### config.mk
export PLATFORM = sky130hd
export DESIGN_NAME = output_bram_reader_flat
export DESIGN_NICKNAME = d
export VERILOG_FILES = /design/src/rtl/output_bram_reader_if.sv /design/src/rtl/output_bram_reader.sv /design/src/flat_wrapper.sv
export SDC_FILE = /design/constraint.sdc
export NUM_CORES = 1
export LEC_CHECK = 0
export ABC_AREA = 1
export CAP_MARGIN = 20
export CELL_PAD_IN_SITES_DETAIL_PLACEMENT = 0
export CELL_PAD_IN_SITES_GLOBAL_PLACEMENT = 2
export CORE_AREA = 2 2 178 180
export CTS_CLUSTER_SIZE = 20
export DETAILED_ROUTE_END_ITERATION = 8
export DIE_AREA = 0 0 180 182
export GPL_ROUTABILITY_DRIVEN = 0
export HOLD_SLACK_MARGIN = 0.08
export PLACE_DENSITY = 0.8
export SLEW_MARGIN = 20
export SYNTH_ARGS = -nofsm -noshare
export SYNTH_HDL_FRONTEND = slang
export SYNTH_SLANG_ARGS = --single-unit
export TNS_END_PERCENT = 30
### constraint.sdc
create_clock -name i_clock -period 2.4 [get_ports i_clock]
set_input_delay 0.48 -clock i_clock [delete_from_list [all_inputs] [get_ports i_clock]]
set_output_delay 0.48 -clock i_clock [all_outputs]
set_load 0.02 [all_outputs]
### src/rtl/output_bram_reader_if.sv
// Bundle of the BRAM read ports and the output stream of output_bram_reader.
// The master modport is the reader; the slave modport is its BRAM/stream environment.
interface output_bram_reader_if #(
    parameter int DATA_WIDTH                = 32,
    parameter int OUTPUT_BRAM_NUM           = 4,
    parameter int OUTPUT_BRAM_DEPTH         = 1152,
    parameter int OUTPUT_BRAM_ADDRESS_WIDTH = $clog2(OUTPUT_BRAM_DEPTH)
);
    logic                                 i_start;
    logic [OUTPUT_BRAM_ADDRESS_WIDTH:0]   i_word_count;
    logic [0:OUTPUT_BRAM_NUM-1]           o_renable;
    logic [OUTPUT_BRAM_ADDRESS_WIDTH-1:0] o_raddress  [0:OUTPUT_BRAM_NUM-1];
    logic [DATA_WIDTH-1:0]                i_bram_data [0:OUTPUT_BRAM_NUM-1];
    logic [OUTPUT_BRAM_NUM-1:0]           o_output_bram_rst;
    logic [DATA_WIDTH-1:0]                o_data;
    logic                                 o_valid;
    logic                                 i_ready;
    logic                                 o_last;
    logic                                 o_busy;
    logic                                 o_done;

    modport master (
        input  i_start, i_word_count, i_bram_data, i_ready,
        output o_renable, o_raddress, o_output_bram_rst, o_data, o_valid, o_last, o_busy, o_done
    );

    modport slave (
        output i_start, i_word_count, i_bram_data, i_ready,
        input  o_renable, o_raddress, o_output_bram_rst, o_data, o_valid, o_last, o_busy, o_done
    );
endinterface

### src/rtl/output_bram_reader.sv
// Drains OUTPUT_BRAM_NUM banks, bank-interleaved per address, into a ready/valid stream
// through a 4-entry FIFO; read issue is throttled so the FIFO can never overflow.
module output_bram_reader #(
    parameter int DATA_WIDTH                = 32,
    parameter int OUTPUT_BRAM_NUM           = 4,
    parameter int OUTPUT_BRAM_DEPTH         = 1152,
    parameter int OUTPUT_BRAM_ADDRESS_WIDTH = $clog2(OUTPUT_BRAM_DEPTH)
) (
    input  logic                   i_clock,
    input  logic                   i_reset,
    output_bram_reader_if.master   bus
);
    localparam int AW = OUTPUT_BRAM_ADDRESS_WIDTH;
    localparam int CW = AW + 1;
    localparam int BW = (OUTPUT_BRAM_NUM > 1) ? $clog2(OUTPUT_BRAM_NUM) : 1;

    typedef enum logic [1:0] {IDLE, READ, DRAIN, DONE} state_t;

    state_t          state, state_nxt;
    logic [CW-1:0]   count_reg;
    logic [AW-1:0]   addr;
    logic [BW-1:0]   bank;
    logic            pending;
    logic [BW-1:0]   pend_bank;
    logic            pend_last;
    logic [1:0]      wr_ptr, rd_ptr;
    logic [2:0]      occ;
    logic [2:0]      fill;
    logic [DATA_WIDTH-1:0] fifo_data [0:3];
    logic [3:0]      fifo_last;
    logic            issue, bank_last, addr_last, pop;

    function automatic logic [CW-1:0] sat_count(input logic [CW-1:0] c);
        if (c > CW'(OUTPUT_BRAM_DEPTH))
            return CW'(OUTPUT_BRAM_DEPTH);
        return c;
    endfunction

    // Occupancy plus the read in flight must leave room for the word issued now.
    assign fill      = occ + {2'b00, pending};
    assign issue     = (state == READ) && (fill <= 3'd2);
    assign bank_last = (bank == BW'(OUTPUT_BRAM_NUM - 1));
    assign addr_last = ({1'b0, addr} == (count_reg - CW'(1)));
    assign pop       = bus.o_valid && bus.i_ready;

    always_ff @(posedge i_clock or negedge i_reset) begin
        if (!i_reset) begin
            state     <= IDLE;
            count_reg <= '0;
            addr      <= '0;
            bank      <= '0;
            pending   <= 1'b0;
            pend_bank <= '0;
            pend_last <= 1'b0;
            wr_ptr    <= '0;
            rd_ptr    <= '0;
            occ       <= '0;
        end else begin
            state <= state_nxt;
            if (state == IDLE && bus.i_start) begin
                count_reg <= sat_count(bus.i_word_count);
                addr      <= '0;
                bank      <= '0;
            end else if (issue) begin
                if (bank_last) begin
                    bank <= '0;
                    if (!addr_last)
                        addr <= addr + AW'(1);
                end else begin
                    bank <= bank + BW'(1);
                end
            end
            pending <= issue;
            if (issue) begin
                pend_bank <= bank;
                pend_last <= bank_last && addr_last;
            end
            if (pending)
                wr_ptr <= wr_ptr + 2'd1;
            if (pop)
                rd_ptr <= rd_ptr + 2'd1;
            occ <= occ + {2'b00, pending} - {2'b00, pop};
        end
    end

    // Capture stage: BRAM data returns one cycle after issue
    always_ff @(posedge i_clock) begin
        if (pending) begin
            fifo_data[wr_ptr] <= bus.i_bram_data[pend_bank];
            fifo_last[wr_ptr] <= pend_last;
        end
    end

    always_comb begin
        state_nxt = state;
        case (state)
            IDLE: begin
                if (bus.i_start)
                    state_nxt = (sat_count(bus.i_word_count) == '0) ? DONE : READ;
            end
            READ: begin
                if (issue && bank_last && addr_last)
                    state_nxt = DRAIN;
            end
            DRAIN: begin
                // Leave as soon as the last buffered word is leaving this cycle.
                if (!pending && (occ == 3'd0 || (occ == 3'd1 && pop)))
                    state_nxt = DONE;
            end
            DONE:    state_nxt = IDLE;
            default: state_nxt = IDLE;
        endcase
    end

    always_comb begin
        for (int b = 0; b < OUTPUT_BRAM_NUM; b++) begin
            bus.o_renable[b]  = issue && (bank == BW'(b));
            bus.o_raddress[b] = addr;
        end
    end

    assign bus.o_valid           = (occ != 3'd0);
    assign bus.o_data            = bus.o_valid ? fifo_data[rd_ptr] : '0;
    assign bus.o_last            = bus.o_valid && fifo_last[rd_ptr];
    assign bus.o_busy            = (state == READ) || (state == DRAIN);
    assign bus.o_done            = (state == DONE);
    assign bus.o_output_bram_rst = {OUTPUT_BRAM_NUM{state == DONE}};
endmodule

### src/flat_wrapper.sv
// flat-port wrapper written by rule: the top's interface ports become plain ports
module output_bram_reader_flat 
#(
    parameter int DATA_WIDTH                = 32,
    parameter int OUTPUT_BRAM_NUM           = 4,
    parameter int OUTPUT_BRAM_DEPTH         = 1152,
    parameter int OUTPUT_BRAM_ADDRESS_WIDTH = $clog2(OUTPUT_BRAM_DEPTH)
)
  (i_clock, i_reset, bus_i_start, bus_i_word_count, bus_i_bram_data, bus_i_ready, bus_o_renable, bus_o_raddress, bus_o_output_bram_rst, bus_o_data, bus_o_valid, bus_o_last, bus_o_busy, bus_o_done);
  output_bram_reader_if #(.DATA_WIDTH(DATA_WIDTH), .OUTPUT_BRAM_NUM(OUTPUT_BRAM_NUM), .OUTPUT_BRAM_DEPTH(OUTPUT_BRAM_DEPTH), .OUTPUT_BRAM_ADDRESS_WIDTH(OUTPUT_BRAM_ADDRESS_WIDTH)) bus_i ();
  input  logic i_clock;
  input  logic i_reset;
  input wire logic [$bits(bus_i.i_start)-1:0] bus_i_start;
  input wire logic [$bits(bus_i.i_word_count)-1:0] bus_i_word_count;
  input wire logic [$bits(bus_i.i_bram_data)-1:0] bus_i_bram_data;
  input wire logic [$bits(bus_i.i_ready)-1:0] bus_i_ready;
  output wire logic [$bits(bus_i.o_renable)-1:0] bus_o_renable;
  output wire logic [$bits(bus_i.o_raddress)-1:0] bus_o_raddress;
  output wire logic [$bits(bus_i.o_output_bram_rst)-1:0] bus_o_output_bram_rst;
  output wire logic [$bits(bus_i.o_data)-1:0] bus_o_data;
  output wire logic [$bits(bus_i.o_valid)-1:0] bus_o_valid;
  output wire logic [$bits(bus_i.o_last)-1:0] bus_o_last;
  output wire logic [$bits(bus_i.o_busy)-1:0] bus_o_busy;
  output wire logic [$bits(bus_i.o_done)-1:0] bus_o_done;
  assign bus_i.i_start = bus_i_start;
  assign bus_i.i_word_count = bus_i_word_count;
  assign bus_i.i_bram_data = {>>{bus_i_bram_data}};
  assign bus_i.i_ready = bus_i_ready;
  assign bus_o_renable = bus_i.o_renable;
  assign bus_o_raddress = {>>{bus_i.o_raddress}};
  assign bus_o_output_bram_rst = bus_i.o_output_bram_rst;
  assign bus_o_data = bus_i.o_data;
  assign bus_o_valid = bus_i.o_valid;
  assign bus_o_last = bus_i.o_last;
  assign bus_o_busy = bus_i.o_busy;
  assign bus_o_done = bus_i.o_done;
  output_bram_reader #(.DATA_WIDTH(DATA_WIDTH), .OUTPUT_BRAM_NUM(OUTPUT_BRAM_NUM), .OUTPUT_BRAM_DEPTH(OUTPUT_BRAM_DEPTH), .OUTPUT_BRAM_ADDRESS_WIDTH(OUTPUT_BRAM_ADDRESS_WIDTH)) u_core (.i_clock(i_clock), .i_reset(i_reset), .bus(bus_i));
endmodule
==> reports/results.tsv <==
stage	metric	value	unit
setup_path	path_cells	bufbuf_16, buf_4, nor2_1, nor2_1, o21ai_0, a21oi_1, buf_4	
synth	ys_types	33	
cells_and_area	num-nets-final	1323	
synth	mappedNetlistArea	0.00885	mm^2
synth	synth_fp_nets	1118	
setup_path	crit_family	buffers and inverters	
clock_network	cts_tree	done	
setup_path	end_kind	primary output	
clock_network	clkSlewWorstSetupHoldPaths	70	ps
sta	timing.final.max_slew_violations	0	
sta	max_freq	0.416	GHz
floorplanning	die_area	0.0328	mm^2
cells_and_area	post_layout_nonfiller_instances	1575	
power_and_ir_drop	power.ir.vdd_worst	0.464	mV
clock_network	clock_latency	430	ps
cells_and_area	areaGrowthSynthToFinish	39.1	%
grt	first_global_vias	7029	
setup_path	timing.critical_path.slowest_stage_cell	sky130_fd_sc_hd__dfrtp_2	
sta	worst-slew-pin-transition	706	ps
floorplanning	die-width	180	um
clock_network	cts_max_level	4	
routing	postRouteWirelength	25400	um
sta	layout_setup_ws	-6.26	ps
setup_path	regToRegStartpoint	u_core.count_reg[0]	
outcome	violations	setup timing	
placed_design	placement.io_buffers	231	
synth	synth-warning-count	0	
setup_path	timing.critical_path.arrival	1930	ps
grt	gr-max-usage-layer	met2	
cells_and_area	diodes	0	
outcome	outcome	finished, violations left	
grt	grt-ovfl-total	0	
min_path	min_path_type	in2async	
synth	number_of_storage_elements_in_the_synthesis_netlist	170	
cells_and_area	register_area	0.00492	mm^2
sta	max_slew_margin	52.7	%
grt	grt_use_met2	25.5	%
power_and_ir_drop	power.density_cell_area	1210	mW/mm^2
routing	vias_per_cell	4.59	
routing	wl_per_cell	16.1	um
setup_path	cp.buffers_inverters	3	
routing	drc_errors	0	
power_and_ir_drop	power.static_leakage	0.00462	uW
cells_and_area	fillers	3075	
clock_network	clock_sink_count	170	
sta	setup-tns-final	-6.26	ps
setup_path	critPathKind	reg2out	
setup_path	critPathMaxFanout	25	
grt	global_route.usage.met3	3.39	%
cells_and_area	largest_reg_flops	128	
cells_and_area	multi_input_area	0.00328	mm^2
clock_network	cts-root-to-sink-buffers	2	
setup_path	cp-startpoint	u_core.rd_ptr[0]	
run	max_capacitance_violation_count	0	
sta	skew	17.9	ps
cells_and_area	post_route_cells_drive_above_1_share	14.8	%
setup_path	startpoint_type	flip-flop	
grt	largest_net_degree_at_the_start_of_global_routing	35	
setup_path	crit_path_max_incr_delay	430	ps
synth	syn_inst	955	
synth	synth_area_per_cell	9.27	um^2
placed_design	detailedPlace.worstSlack	-85.4	ps
clock_network	clockRootBuffer	sky130_fd_sc_hd__clkbuf_16	
sta	finalSetupViolations	1	
grt	global_route.usage.total	15.3	%
sta	rsz0062_at_grt	yes	
floorplanning	io-pin-count	232	
power_and_ir_drop	total_power	14800	uW
placed_design	place.detailed.instances	1535	
placed_design	hpwlAfterDp	17000	um
setup_path	cp_data_required_time	1920	ps
synth	synth.yosys.seq_area_share	55.5	%
routing	drt_iter0_markers	377	
routing	ant_nets	0	
floorplanning	num_rows	65	
grt	grt_pass1_wl	39400	um
routing	drt-pass1-iter-count	4	
clock_network	cts_inserted_buffers	17	
grt	antenna_found_initial	0	
sta	final_min_period_over_clock_period	100	%
sta	final_hold_viol_count	0	
floorplanning	fp.coreArea	0.0310	mm^2
routing	routed-via-count	7235	
floorplanning	initial_cell_density_of_the_core	28.6	%
floorplanning	floorplan.die.height	182	um
grt	groute.layer.met1.usage	20.4	%
sta	fin_crit	2410	ps
path summary, 6_finish.rpt:
path | slack (ps) | cells past startpoint | end
max | -6 | 7 | bus_o_data[11]
min | 500 | 2 | u_core.state[1]
max reg2reg | 250 | 10 | u_core.addr[1]
min reg2reg | 520 | 2 | u_core.count_reg[11]
max in group asynchronous | 1330 | 3 | u_core.addr[2]
min in group i_clock | 520 | 2 | u_core.count_reg[11]
cell usage after synthesis (all sizes together):
cell | n | area share (%)
nor3 | 11 | 0.62
xor2 | 11 | 1.1
o22ai | 32 | 2.3
nor2 | 226 | 10
nand4 | 6 | 0.42
inv | 54 | 2.3
buf | 48 | 3.9
ha | 19 | 2.7
nand3b | 4 | 0.34
a21oi | 36 | 2.0
nor4 | 1 | 0.071
nand3 | 35 | 2.2
nand2 | 83 | 3.9
xnor2 | 8 | 0.79
or2 | 5 | 0.35
a31oi | 2 | 0.14
dfrtp | 38 | 11
o41ai | 1 | 0.099
clkbuf | 45 | 1.9
o21ai | 158 | 9.4
edfxtp | 132 | 45
layer usage:
metal,routed length [um],vias up
li1,-,3640
met1,11900,3401
met2,12000,180
met3,1200,14
met4,262,0
met5,0,-
cells in the final DEF (no fill, tap or decap), types with 10 or more instances in the layout:
master	synthesis	final
sky130_fd_sc_hd__nand3_1	33	33
sky130_fd_sc_hd__clkdlybuf4s50_1	0	191
sky130_fd_sc_hd__a21oi_1	36	34
sky130_fd_sc_hd__o21ai_2	10	11
sky130_fd_sc_hd__nor3_1	11	10
sky130_fd_sc_hd__nand2_1	70	70
sky130_fd_sc_hd__clkdlybuf4s15_2	0	14
sky130_fd_sc_hd__nor2_1	218	214
sky130_fd_sc_hd__o22ai_1	32	32
sky130_fd_sc_hd__buf_12	1	10
sky130_fd_sc_hd__clkbuf_16	0	18
sky130_fd_sc_hd__buf_4	37	35
sky130_fd_sc_hd__o21ai_0	146	145
sky130_fd_sc_hd__buf_2	5	10
sky130_fd_sc_hd__inv_1	54	46
sky130_fd_sc_hd__clkbuf_2	0	10
sky130_fd_sc_hd__ha_1	19	16
sky130_fd_sc_hd__edfxtp_1	132	132
sky130_fd_sc_hd__nand2_2	12	12
sky130_fd_sc_hd__dfrtp_1	38	36
sky130_fd_sc_hd__xor2_1	11	10
area by class of cell:
class                           count  area share (%)
Clock inverter                     15            1.65
Sequential cell                   170            39.9
Multi-Input combinational cell    638            26.6
Tap cell                          402            4.08
Clock buffer                       17            3.45
Timing Repair Buffer              279            22.6
Inverter                           54            1.65
where the power goes:
| group | switching (uW) | internal [uW] |
|---|---|---|
| combinational | 4690 | 2890 |
| sequential | 363 | 4080 |
| clock | 1300 | 1520 |
cells by family after synthesis:
group | count (synthesis) | synth area share (%)
simple gates | 371 | 17.9
flops | 170 | 55.5
buf+inv | 147 | 8.14
fa+ha+maj | 19 | 2.68
xor+xnor | 19 | 1.88
compound gates | 229 | 13.9
timing repair:
action,4_1_cts,5_1_grt
hold buffers,1,0
gates cloned,2,1
setup endpoints to repair,38,47
buffers inserted,1,3
gates resized for setup,122,36
hold endpoints to repair,14,0
pin swaps,3,6
metrics by stage:
stage / hold WS [ps] / cell area [um^2] / utilization (%)
CTS: 497 / 12300 / 39.7
floorplan: 184 / 8850 / -
global placement: 426 / 11600 / 37.3
finish: 497 / 12300 / 39.8
global route: 526 / 12300 / 39.8
detailed placement: 427 / 11600 / 37.3
Note: power is estimated with default switching activity, not from simulation.
